<file path="src/rtl/masked_sbox_seq_if.sv">
// Handshake bundle between the share producer/consumer and the masked S-box
// sequencer: seed load, flush, input shares and output shares.
interface masked_sbox_seq_if #(
  parameter int LFSR_W = 72
);
  logic              seed_valid;
  logic              seed_ready;
  logic [LFSR_W-1:0] seed;
  logic              flush;
  logic              in_valid;
  logic              in_ready;
  logic              out_valid;
  logic              out_ready;

  // Environment side: producer of shares/seed and consumer of results.
  modport master (
    output seed_valid, seed, flush, in_valid, out_ready,
    input  seed_ready, in_ready, out_valid
  );

  // Sequencer side.
  modport slave (
    input  seed_valid, seed, flush, in_valid, out_ready,
    output seed_ready, in_ready, out_valid
  );
endinterface

</file>
<file path="src/rtl/masked_sbox_seq.sv">
// Sequencer for the 6-stage, 3-share masked PRINCE S-box pipeline.
// Tracks one valid token per stage, drives the per-stage register enables
// and supplies fresh randomness from a seeded 72-bit Fibonacci LFSR that
// steps whenever the pipeline advances.
module masked_sbox_seq #(
  parameter int STAGES = 6,
  parameter int RND_W  = 12,
  parameter int LFSR_W = 72,
  parameter int CNT_W  = 16
) (
  input  logic                clk,
  input  logic                rst_n,
  masked_sbox_seq_if.slave    bus,
  output logic [STAGES-1:0]   stage_en,
  output logic [LFSR_W-1:0]   rnd_out,
  output logic [2:0]          occupancy,
  output logic [CNT_W-1:0]    op_count,
  output logic                seeded
);

  // The PRNG state is sliced evenly across the stages.
  if (STAGES * RND_W != LFSR_W) begin : g_width_check
    $error("LFSR_W must equal STAGES*RND_W");
  end

  typedef enum logic {UNSEEDED, RUN} state_t;

  state_t            state;
  logic [STAGES-1:0] vld_p;
  logic [LFSR_W-1:0] lfsr_p;

  logic advance;
  logic seed_rdy;
  logic seed_load;
  logic accept;
  logic xfer;

  function automatic logic [2:0] popcount(input logic [STAGES-1:0] v);
    logic [2:0] n;
    n = '0;
    for (int i = 0; i < STAGES; i++) n = n + 3'(v[i]);
    return n;
  endfunction

  // Taps 72/66/25/19 (1-based) of the maximal-length polynomial.
  function automatic logic [LFSR_W-1:0] lfsr_next(input logic [LFSR_W-1:0] s);
    return {s[LFSR_W-2:0], s[LFSR_W-1] ^ s[LFSR_W-7] ^ s[24] ^ s[18]};
  endfunction

  // An all-zero state would lock the LFSR, so it is replaced by 1.
  function automatic logic [LFSR_W-1:0] seed_fix(input logic [LFSR_W-1:0] s);
    return (s == '0) ? LFSR_W'(1) : s;
  endfunction

  // Handshake and enable decode from the registered state.
  always_comb begin
    seeded    = (state == RUN);
    advance   = !vld_p[STAGES-1] || bus.out_ready;
    occupancy = popcount(vld_p);
    seed_rdy  = (state == UNSEEDED) || ((occupancy == 3'd0) && !bus.flush);
    seed_load = bus.seed_valid && seed_rdy;
    accept    = seeded && advance && !bus.flush && !seed_load;
    xfer      = vld_p[STAGES-1] && bus.out_ready;
    stage_en  = {STAGES{seeded && advance}};
  end

  assign bus.seed_ready = seed_rdy;
  assign bus.in_ready   = accept;
  assign bus.out_valid  = vld_p[STAGES-1];
  assign rnd_out        = lfsr_p;

  // FSM, valid-token shift chain, PRNG and completed-operation counter.
  always_ff @(posedge clk or negedge rst_n) begin
    if (!rst_n) begin
      state    <= UNSEEDED;
      vld_p    <= '0;
      lfsr_p   <= '0;
      op_count <= '0;
    end else begin
      case (state)
        UNSEEDED: begin
          if (bus.seed_valid) begin
            state  <= RUN;
            lfsr_p <= seed_fix(bus.seed);
          end
        end
        RUN: begin
          // Global stall: the whole chain moves together or not at all.
          if (bus.flush)
            vld_p <= '0;
          else if (advance)
            vld_p <= {vld_p[STAGES-2:0], accept && bus.in_valid};

          // A reseed wins over stepping; otherwise step on every advance.
          if (seed_load)
            lfsr_p <= seed_fix(bus.seed);
          else if (advance)
            lfsr_p <= lfsr_next(lfsr_p);

          if (xfer)
            op_count <= op_count + CNT_W'(1);
        end
      endcase
    end
  end

endmodule

</file>
<file path="src/flat_wrapper.sv">
// flat-port wrapper written by rule: the top's interface ports become plain ports
module masked_sbox_seq_flat 
#(
  parameter int STAGES = 6,
  parameter int RND_W  = 12,
  parameter int LFSR_W = 72,
  parameter int CNT_W  = 16
)
  (clk, rst_n, stage_en, rnd_out, occupancy, op_count, seeded, bus_seed_valid, bus_seed, bus_flush, bus_in_valid, bus_out_ready, bus_seed_ready, bus_in_ready, bus_out_valid);
  masked_sbox_seq_if #(.LFSR_W(LFSR_W)) bus_i ();
  input  logic clk;
  input  logic rst_n;
  output logic [STAGES-1:0] stage_en;
  output logic [LFSR_W-1:0] rnd_out;
  output logic [2:0] occupancy;
  output logic [CNT_W-1:0] op_count;
  output logic seeded;
  input wire logic [$bits(bus_i.seed_valid)-1:0] bus_seed_valid;
  input wire logic [$bits(bus_i.seed)-1:0] bus_seed;
  input wire logic [$bits(bus_i.flush)-1:0] bus_flush;
  input wire logic [$bits(bus_i.in_valid)-1:0] bus_in_valid;
  input wire logic [$bits(bus_i.out_ready)-1:0] bus_out_ready;
  output wire logic [$bits(bus_i.seed_ready)-1:0] bus_seed_ready;
  output wire logic [$bits(bus_i.in_ready)-1:0] bus_in_ready;
  output wire logic [$bits(bus_i.out_valid)-1:0] bus_out_valid;
  assign bus_i.seed_valid = bus_seed_valid;
  assign bus_i.seed = bus_seed;
  assign bus_i.flush = bus_flush;
  assign bus_i.in_valid = bus_in_valid;
  assign bus_i.out_ready = bus_out_ready;
  assign bus_seed_ready = bus_i.seed_ready;
  assign bus_in_ready = bus_i.in_ready;
  assign bus_out_valid = bus_i.out_valid;
  masked_sbox_seq #(.STAGES(STAGES), .RND_W(RND_W), .LFSR_W(LFSR_W), .CNT_W(CNT_W)) u_core (.clk(clk), .rst_n(rst_n), .bus(bus_i), .stage_en(stage_en), .rnd_out(rnd_out), .occupancy(occupancy), .op_count(op_count), .seeded(seeded));
endmodule
</file>
<file path="config.mk">
export PLATFORM = sky130hd
export DESIGN_NAME = masked_sbox_seq_flat
export DESIGN_NICKNAME = d
export VERILOG_FILES = /design/src/rtl/masked_sbox_seq_if.sv /design/src/rtl/masked_sbox_seq.sv /design/src/flat_wrapper.sv
export SDC_FILE = /design/constraint.sdc
export NUM_CORES = 1
export LEC_CHECK = 0
export BUFFER_PORTS_ARGS = -buffer_cell sky130_fd_sc_hd__buf_2
export CORE_UTILIZATION = 53
export CTS_CLUSTER_SIZE = 40
export DETAILED_ROUTE_END_ITERATION = 10
export MAX_ROUTING_LAYER = met4
export PLACE_DENSITY = 0.86
export SLEW_MARGIN = 20
export SYNTH_ARGS = -nofsm -noshare
export SYNTH_HDL_FRONTEND = slang
export SYNTH_SLANG_ARGS = --single-unit
</file>
<file path="constraint.sdc">
create_clock -name clk -period 7.4 [get_ports clk]
set_clock_uncertainty 0.15 [all_clocks]
set_input_delay 0.37 -clock clk [delete_from_list [all_inputs] [get_ports clk]]
set_output_delay 0.37 -clock clk [all_outputs]
set_load 0.03 [all_outputs]
</file>
==> impl_metrics.toml <==
[synthesis]
synth_nets = 606
synth_top_area_frac = 0.519
synthTopCellsByArea = "dfrtp_1, nand2_1, a31oi_1, nor2_1, nor4_1"
synthCells = 523
async_reset_ff_frac = 1.00
ys_ff_latch = 95
synth_edf_count = 0
yosysWarnings = 0
yosysTopAreaCell = "dfrtp_1"
synthFlopType = "dfrtp_1"
syn_area_per_cell_um2 = 8.75
yosysSeqAreaShare = 0.519
synth.distinct_cells = 33
syn-cell-area_um2 = 4580

[worst_setup_path]
critPathKind = "flop to output port"
cp.arrival_ns = 4.43
critPathLaunchType = "flop"
cp-end-kind = "output port"
required_ns = 6.88
cp_max_fo = 85

[power]
peakVddDrop_mv = 0.203
p_per_area_nw_per_um2 = 305
clock_power_share = 0.194
p_leak_nw = 2.82
p_switching_mw = 0.744
switching_share = 0.434
power.internal_mw = 0.969
combPwrFrac = 0.366
p_seq_frac = 0.440

[layout]
stdcell_count = 790
final_cell_mix = "buf_2, nand2_1, dfrtp_1"
syn_to_final_growth_pct = 22.9
seq_area_um2 = 2380
layout.nets = 763
multi_input_area_um2 = 1950
fillCellCount = 678
drive_above_1_share = 0.301
mostFrequentLayoutCell = "buf_2"
stdcell_area_um2 = 5620
insertedDiodeCount = 0

[cts]
root_buffer = "clkbuf_8"
clk_pin_slew_ns = 0.10
postCtsSetupBuffers = 0
cts_max_level = 3
cts.path.max_buffers = 2
tritoncts = "yes"
clock_latency_ns = 0.36
clkSinkCount = 95
cts_inserted_buffers = 9
post_cts_resized = 0

[sta]
setup_tns_ns = 0
fmax_ghz = 0.202
slew_viol_final = 0
period_minus_slack_ns = 4.95
setup_viol = 0
relSlewSlack = 0.365
worst_slew_pin_slew_ns = 0.952
rsz0062_at_grt = "false"
min_period_over_period = 0.669
finalHoldViolations = 0

[outcome]
status = "complete, no violations"

[route]
first_iter_violations = 273
antenna_left = 0
via_count = 4468
route.detailed.drc = 0
routedWlPerCell_um = 15.9
via_per_inst = 5.66
drt_first_pass_iters = 4
routed_wl_mm = 12.5

[die]
ioPinCount = 179
coreArea_um2 = 8300
fp-row-count = 33
die_area_um2 = 9010
initial_core_util = 0.551
die_w_um = 94.9
chipHeight_um = 94.9

[grt]
antenna_found_initial = 0
grt_pass1_vias = 3887
overflow = 0
grt_use_total = 0.290
grt_pass1_wl_mm = 19.3
grt_max_degree = 86

[place]
gp_congestion = 0.916
place_area_um2 = 5420
dp.cells = 773
dp_hpwl_mm = 8.83
port_buffers = 178

[worst_hold_path]
hp-class = "input port to flop"

[run]
cap_violations = 0
-- power by group through the flow --
stage	registers [mW]	clock network (mW)	logic, mW
after floorplan	0.989	0	0.174
after global placement	0.754	0	0.615
after detailed placement	0.759	0	0.630
after CTS	0.751	0.338	0.630
after global routing	0.769	0.360	0.673
final	0.754	0.333	0.627
-- sequential cells by signal, indices dropped and copies added (netlist names) --
| signal | cells |
|---|---|
| u_core.rnd_out | 72 |
| u_core.vld_p | 6 |
| u_core.seeded | 1 |
| u_core.op_count | 16 |
-- critical path, stage by stage (launching register included) --
cell,delay (ns)
dfrtp_1,0.42
ha_1,0.29
inv_1,0.05
fa_1,0.47
inv_1,0.05
fa_1,0.38
fa_1,0.54
nor4_2,0.07
nand2b_1,0.18
nand2_4,0.46
buf_4,0.72
and2_1,0.22
buf_2,0.19
-- through the flow --
stage                     total power, mW   util  setup WS (ns)  hold WS, ns
after detailed placement             1.39  0.653           2.87        0.116
after CTS                            1.72  0.678           2.47        0.111
after global placement               1.37  0.653           2.94        0.113
final                                1.71  0.678           2.45        0.128
after global routing                 1.80  0.678           2.23        0.106
after floorplan                      1.16      -           3.44      -0.0756
-- cell usage after synthesis, drive strengths merged (2+ instances only) --
master    n
nand4     7
mux2i     4
o21ai     2
xor2      6
clkbuf   18
nand2b    2
a21oi     8
inv      11
buf      19
a31oi    68
o22ai     3
nand2   146
fa        3
nor4     19
a22o      3
and3      5
dfrtp    95
xnor2    12
ha        2
nand3     2
nor2     81
-- final timing paths --
path,start,to,slack (ns),depth (start not counted)
hold reg to reg,u_core.op_count[15],u_core.op_count[15],0.32,1
setup / recovery,u_core.vld_p[1],bus_in_ready,2.45,12
hold / removal,bus_flush,u_core.vld_p[5],0.13,2
max in group asynchronous,rst_n,u_core.rnd_out[57],5.60,3
setup reg to reg,u_core.vld_p[1],u_core.vld_p[0],3.18,12
min in group asynchronous,rst_n,u_core.rnd_out[20],0.26,2
-- cells by family (layout without fill, tap and decap cells) --
logic type / after synthesis / count (layout) / synth area share
AO/OA/AOI/OAI: 86 / 86 / 0.117
XOR/XNOR: 18 / 18 / 0.0344
adder cells (fa/ha/maj): 5 / 5 / 0.0186
buffers and inverters: 48 / 210 / 0.0566
flip-flops: 95 / 95 / 0.519
multiplexers: 5 / 5 / 0.0112
AND/OR/NAND/NOR: 266 / 266 / 0.243
-- timing repair --
action / 4_1_cts / 5_1_grt
hold endpoints to repair: 20 / 0
hold buffers: 1 / 0
endpoints found under the setup margin: 0 / 0
-- per-layer routing --
layer  vias up  share of wire  track usage
met5         -              0            -
met4         0          0.012       0.0884
met3        19          0.074       0.0427
met2       223           0.49        0.463
met1      2138           0.42        0.382
li1       2088              -            -
-- final cells by class --
type | instances | share of cell area
multi-input combinational | 380 | 0.346
timing repair buffer | 183 | 0.166
clock buffer | 10 | 0.0245
tap | 105 | 0.0234
inverter | 11 | 0.00734
sequential | 95 | 0.423
clock inverter | 6 | 0.00957
Note: power is estimated with default switching activity, not from simulation.
